**src/rtl/branch_resolve_unit.sv**
```systemverilog
// EX-stage branch resolution: decides taken/not-taken, detects mispredicts,
// issues a one-cycle redirect/flush, and owns the 2-bit saturating BHT and statistics counters.
module branch_resolve_unit #(
    parameter int IDX_W = 4
) (
    input  logic        clk,
    input  logic        rst,
    input  logic        ex_valid,
    input  logic        ex_is_branch,
    input  logic        ex_is_jal,
    input  logic        ex_is_jalr,
    input  logic [2:0]  ex_funct3,
    input  logic [31:0] ex_pc,
    input  logic [31:0] ex_target,
    input  logic        ex_pred_taken,
    input  logic        stall,
    input  logic        breq,
    input  logic        brlt,
    output logic        unsigned_cmp,
    input  logic [31:0] if_pc,
    output logic        if_pred_taken,
    output logic        redirect_valid,
    output logic [31:0] redirect_pc,
    output logic        flush,
    output logic [31:0] branch_count,
    output logic [31:0] mispredict_count
);

    localparam int ENTRIES = 1 << IDX_W;

    function automatic logic [1:0] sat_step(input logic [1:0] ctr, input logic up);
        logic [1:0] nxt;
        if (up) begin
            nxt = (ctr == 2'b11) ? 2'b11 : ctr + 2'b01;
        end else begin
            nxt = (ctr == 2'b00) ? 2'b00 : ctr - 2'b01;
        end
        return nxt;
    endfunction

    logic [1:0]       bht_q [ENTRIES];
    logic [1:0]       bht_d [ENTRIES];
    logic             redirect_valid_q, redirect_valid_d;
    logic [31:0]      redirect_pc_q, redirect_pc_d;
    logic [31:0]      branch_count_q, branch_count_d;
    logic [31:0]      mispredict_count_q, mispredict_count_d;

    logic             resolve;
    logic             is_jump;
    logic             legal_branch;
    logic             cond_taken;
    logic             act_taken;
    logic             mispredict;
    logic [31:0]      act_next_pc;
    logic [IDX_W-1:0] ex_idx;
    logic [IDX_W-1:0] if_idx;
    logic             if_pc_unused;

    assign unsigned_cmp  = ex_funct3[1];
    assign ex_idx        = ex_pc[IDX_W+1:2];
    assign if_idx        = if_pc[IDX_W+1:2];
    assign if_pred_taken = bht_q[if_idx][1];
    assign if_pc_unused  = ^{if_pc[31:IDX_W+2], if_pc[1:0]};

    // Condition decode for conditional branches; 010/011 are illegal and inert
    always_comb begin
        legal_branch = 1'b0;
        cond_taken   = 1'b0;
        case (ex_funct3)
            3'b000: begin legal_branch = 1'b1; cond_taken = breq;  end
            3'b001: begin legal_branch = 1'b1; cond_taken = !breq; end
            3'b100: begin legal_branch = 1'b1; cond_taken = brlt;  end
            3'b110: begin legal_branch = 1'b1; cond_taken = brlt;  end
            3'b101: begin legal_branch = 1'b1; cond_taken = !brlt; end
            3'b111: begin legal_branch = 1'b1; cond_taken = !brlt; end
            default: begin legal_branch = 1'b0; cond_taken = 1'b0; end
        endcase
    end

    // Resolution, mispredict detection and next-state for redirect, BHT and counters
    always_comb begin
        // EX contents during a redirect cycle are wrong-path
        resolve = ex_valid & !stall & !redirect_valid_q;
        is_jump = ex_is_jalr | ex_is_jal;

        if (is_jump) begin
            act_taken = 1'b1;
        end else if (ex_is_branch & legal_branch) begin
            act_taken = cond_taken;
        end else begin
            act_taken = 1'b0;
        end

        if (!act_taken) begin
            act_next_pc = ex_pc + 32'd4;
        end else if (ex_is_jalr) begin
            act_next_pc = {ex_target[31:1], 1'b0};
        end else begin
            act_next_pc = ex_target;
        end

        mispredict = resolve & (is_jump | (ex_is_branch & legal_branch))
                     & (act_taken != ex_pred_taken);

        bht_d              = bht_q;
        branch_count_d     = branch_count_q;
        mispredict_count_d = mispredict_count_q;
        redirect_valid_d   = mispredict;

        if (mispredict) begin
            redirect_pc_d      = act_next_pc;
            mispredict_count_d = mispredict_count_q + 32'd1;
        end else begin
            redirect_pc_d = redirect_pc_q;
        end

        if (resolve & !is_jump & ex_is_branch & legal_branch) begin
            bht_d[ex_idx]  = sat_step(bht_q[ex_idx], cond_taken);
            branch_count_d = branch_count_q + 32'd1;
        end else begin
            branch_count_d = branch_count_q;
        end
    end

    // State registers; reset drops any pending redirect and sets BHT weakly not-taken
    always_ff @(posedge clk or posedge rst) begin
        if (rst) begin
            redirect_valid_q   <= 1'b0;
            redirect_pc_q      <= 32'd0;
            branch_count_q     <= 32'd0;
            mispredict_count_q <= 32'd0;
            for (int i = 0; i < ENTRIES; i++) begin
                bht_q[i] <= 2'b01;
            end
        end else begin
            redirect_valid_q   <= redirect_valid_d;
            redirect_pc_q      <= redirect_pc_d;
            branch_count_q     <= branch_count_d;
            mispredict_count_q <= mispredict_count_d;
            for (int i = 0; i < ENTRIES; i++) begin
                bht_q[i] <= bht_d[i];
            end
        end
    end

    assign redirect_valid   = redirect_valid_q;
    assign flush            = redirect_valid_q;
    assign redirect_pc      = redirect_pc_q;
    assign branch_count     = branch_count_q;
    assign mispredict_count = mispredict_count_q;

endmodule

```
**config.mk**
```make
export PLATFORM = sky130hd
export DESIGN_NAME = branch_resolve_unit
export DESIGN_NICKNAME = d
export VERILOG_FILES = /design/src/rtl/branch_resolve_unit.sv
export SDC_FILE = /design/constraint.sdc
export NUM_CORES = 1
export LEC_CHECK = 0
export BUFFER_PORTS_ARGS = -buffer_cell sky130_fd_sc_hd__buf_2
export CORE_ASPECT_RATIO = 2
export CORE_MARGIN = 1.5
export CORE_UTILIZATION = 47
export DETAILED_ROUTE_END_ITERATION = 10
export PLACE_DENSITY = 0.87
export SETUP_SLACK_MARGIN = 0.05
export SLEW_MARGIN = 10
export SYNTH_ARGS = -nofsm -noshare
export SYNTH_HDL_FRONTEND = slang
export SYNTH_SLANG_ARGS = --single-unit
```
**constraint.sdc**
```tcl
create_clock -name clk -period 3.8 [get_ports clk]
set_input_delay 0.38 -clock clk [delete_from_list [all_inputs] [get_ports clk]]
set_output_delay 0.38 -clock clk [all_outputs]
set_load 0.01 [all_outputs]
```
==> impl_metrics.yaml <==
pwr:
  power_leakage_nw: 4.09
  p_per_area_mw_per_mm2: 453
  vdd_ir_drop_max_mv: 0.325
timing:
  setup_viol: 0
  min_period_ns: 2.78
  max_freq_ghz: 0.360
  slew_violations: 0
  clock_skew_ns: 0.0113
  finalCritPeriodShare: 0.730
  relSlewSlack: 0.468
  tns_ns: 0
  timing_hold_violations_final: 0
  worst_pin_slew_ns: 0.798
  grt_setup_unrepaired: "no"
yosys:
  post-synth-top-area-fraction: 0.415
  ys.flop_type: "dfrtp_1"
  syn_area_per_cell_um2: 10.8
  synthTopCellsByArea: "dfrtp_1, xnor2_1, mux2_2, dfstp_2, xor2_1"
  yosysTopAreaCell: "dfrtp_1"
  syn_nets: 744
  ys_types: 48
  synth-edff-count: 0
  synth-async-reset-ratio: 1.00
  syn_inst: 629
  yosysSeqAreaShare: 0.477
  synth_seq_cells: 129
  syn_area_mm2: 0.00681
  yosys_warnings: 0
cts:
  clkSlewWorstSetupHoldPaths_ns: 0.07
  cts_hold_buf: 0
  cts_sinks: 129
  cts_made_buffers: 17
  root_buffer: "clkbuf_16"
  clk_latency_ns: 0.42
  htree_levels: 4
  clockBufferDepth: 2
  cts_setup_buffers: 0
  cts_resized: 0
  cts_tree: "yes"
drt:
  wire_per_inst_um: 18.4
  drc: 0
  totalWireLength_um: 18600
  drt-initial-drc-count: 252
  dr_total_vias: 5738
  ant_nets: 0
  avgViaCountPerCell: 5.66
  first_pass_iters: 5
setup_path:
  start_kind: "register"
  timing.critical_path.mode_cell: "nand3_1"
  worstReg2RegEnd: "branch_count[24]$_DFFE_PP0P_"
  critPathCapture: "branch_count[24]$_DFFE_PP0P_"
  path_delay_family: "simple AND/OR/NAND/NOR gates"
  rrSetupSlack_ns: 1.02
  rr_startpoint: "flush$_DFF_PP0_"
  end_kind: "register"
  worst-setup-path-type: "reg2reg"
  slowest_stage: "and4_1"
  path_cells: "nor3b_1 -> and4_1 -> nand3_1 -> nor2_1 -> nand3_1 -> xnor2_1"
  crit_required_ns: 4.09
  max_stage_delay_ns: 0.72
  worst-path-max-fanout: 15
  arrival_ns: 3.07
  reg2regPathDepth: 6
  crit_start: "flush$_DFF_PP0_"
  worst-path-stages: 6
  worst-path-buf-inv: 0
worst_hold_path:
  hp-class: "in2async"
global_routing:
  grt_pass1_vias: 5915
  antenna_found_initial: 1
  grt_max_degree: 73
  overflow: 0
  grt_usage: 0.254
  grt_first_pass_wirelength_um: 29800
layout:
  syn_to_final_growth_pct: 25.0
  nets: 924
  seqCellArea_mm2: 0.00325
  drive_gt1_frac: 0.364
  fillers: 1206
  mostFrequentLayoutCells: "buf_2, dfrtp_1, xnor2_1"
  stdcell_count: 1014
  multiInputGateArea_mm2: 0.00339
  layout_commonest_cell: "buf_2"
run:
  maxCapViolCount: 0
die:
  start_util: 0.477
  dieWidth_um: 88.1
  core_mm2: 0.0143
  fp.dieH_um: 173
  row_count: 62
  dieArea_mm2: 0.0153
  io_pins: 209
placed_design:
  dp_hpwl_um: 13700
  portBuffers: 180
  dpl.cell_count: 982
  gp_congestion: 0.946
outcome:
  outcome: "finished clean"
flip-flops by register name (all words and copies together) (netlist names):
signal            cells
bht_q                32
branch_count         32
flush                 1
mispredict_count     32
redirect_pc          32
worst min path at each step:
stage / start / endpoint / depth (start not counted)
2_1_floorplan: bht_q[3]$_DFFE_PP0P_ / bht_q[3]$_DFFE_PP0P_ / 1
3_3_place_gp: mispredict_count[31]$_DFFE_PP0P_ / mispredict_count[31]$_DFFE_PP0P_ / 1
3_5_place_dp: mispredict_count[31]$_DFFE_PP0P_ / mispredict_count[31]$_DFFE_PP0P_ / 1
4_1_cts: rst / mispredict_count[31]$_DFFE_PP0P_ / 2
5_1_grt: rst / mispredict_count[31]$_DFFE_PP0P_ / 2
6_report: rst / mispredict_count[31]$_DFFE_PP0P_ / 2
Yosys cell counts, types with 2 or more instances:
library cell and number:
nor2_1 35, nor3b_1 2, nor3_1 8, dfrtp_1 113, and3_1 13, nand2_1 51
and2_1 6, o21ai_0 47, a21oi_1 22, xor2_1 29, nor2b_1 3, buf_2 2
buf_4 3, nand4_1 32, mux4_1 5, nor4_1 5, buf_6 3, inv_1 14
mux2_2 46, xnor2_1 63, nand3_1 38, dfstp_2 16, mux2i_1 4, o21ai_1 2
mux4_2 8, o2bb2ai_1 5, ha_1 6, and4_1 11, clkbuf_1 18
logic make-up (layout without fill, tap and decap cells):
logic type	count (synthesis)	in the layout	synth area share
AND/OR/NAND/NOR	212	212	0.164
flip-flops	129	129	0.477
XOR/XNOR	92	92	0.118
AO/OA/AOI/OAI	84	84	0.0693
multiplexers	65	65	0.133
buffers and inverters	41	233	0.0279
adder cells (fa/ha/maj)	6	6	0.0110
other	0	1	0
layout make-up:
type / instances / area share
multi-input combinational: 459 / 0.398
inverter: 14 / 0.00661
clock buffer: 17 / 0.0500
antenna: 1 / 0.000294
timing repair buffer: 188 / 0.114
tap: 192 / 0.0282
clock inverter: 14 / 0.0213
sequential: 129 / 0.381
per-layer routing:
layer  vias up  track usage  wire [um]
li1       2619            -          -
met3        69       0.0462        935
met4         0        0.141        915
met1      2810        0.277       6710
met2       240        0.446      10000
met5         -            0          0
metrics by stage:
| stage | util | setup slack (ns) | hold WS, ns | total power, mW | instance area (um2) |
|---|---|---|---|---|---|
| 6_report | 0.597 | 1.02 | 0.0339 | 3.86 | 8520 |
| 5_1_grt | 0.597 | 0.825 | 0.0711 | 4.03 | 8520 |
| 4_1_cts | 0.596 | 1.06 | 0.0421 | 3.90 | 8510 |
| 3_5_place_dp | 0.554 | 0.983 | 0.471 | 2.18 | 7910 |
| 3_3_place_gp | 0.554 | 1.05 | 0.457 | 2.15 | 7910 |
| 2_1_floorplan | - | 1.63 | 0.488 | 1.91 | 6820 |
power breakdown:
part           leakage (nW)  internal (mW)  total [mW]  switching (mW)
clock                 0.288           1.04        1.70           0.658
sequential             1.68           1.50        1.60          0.0964
combinational          2.11          0.243       0.564           0.321
total                  4.09           2.78        3.86            1.08
Power figures use the tool's default switching activity.
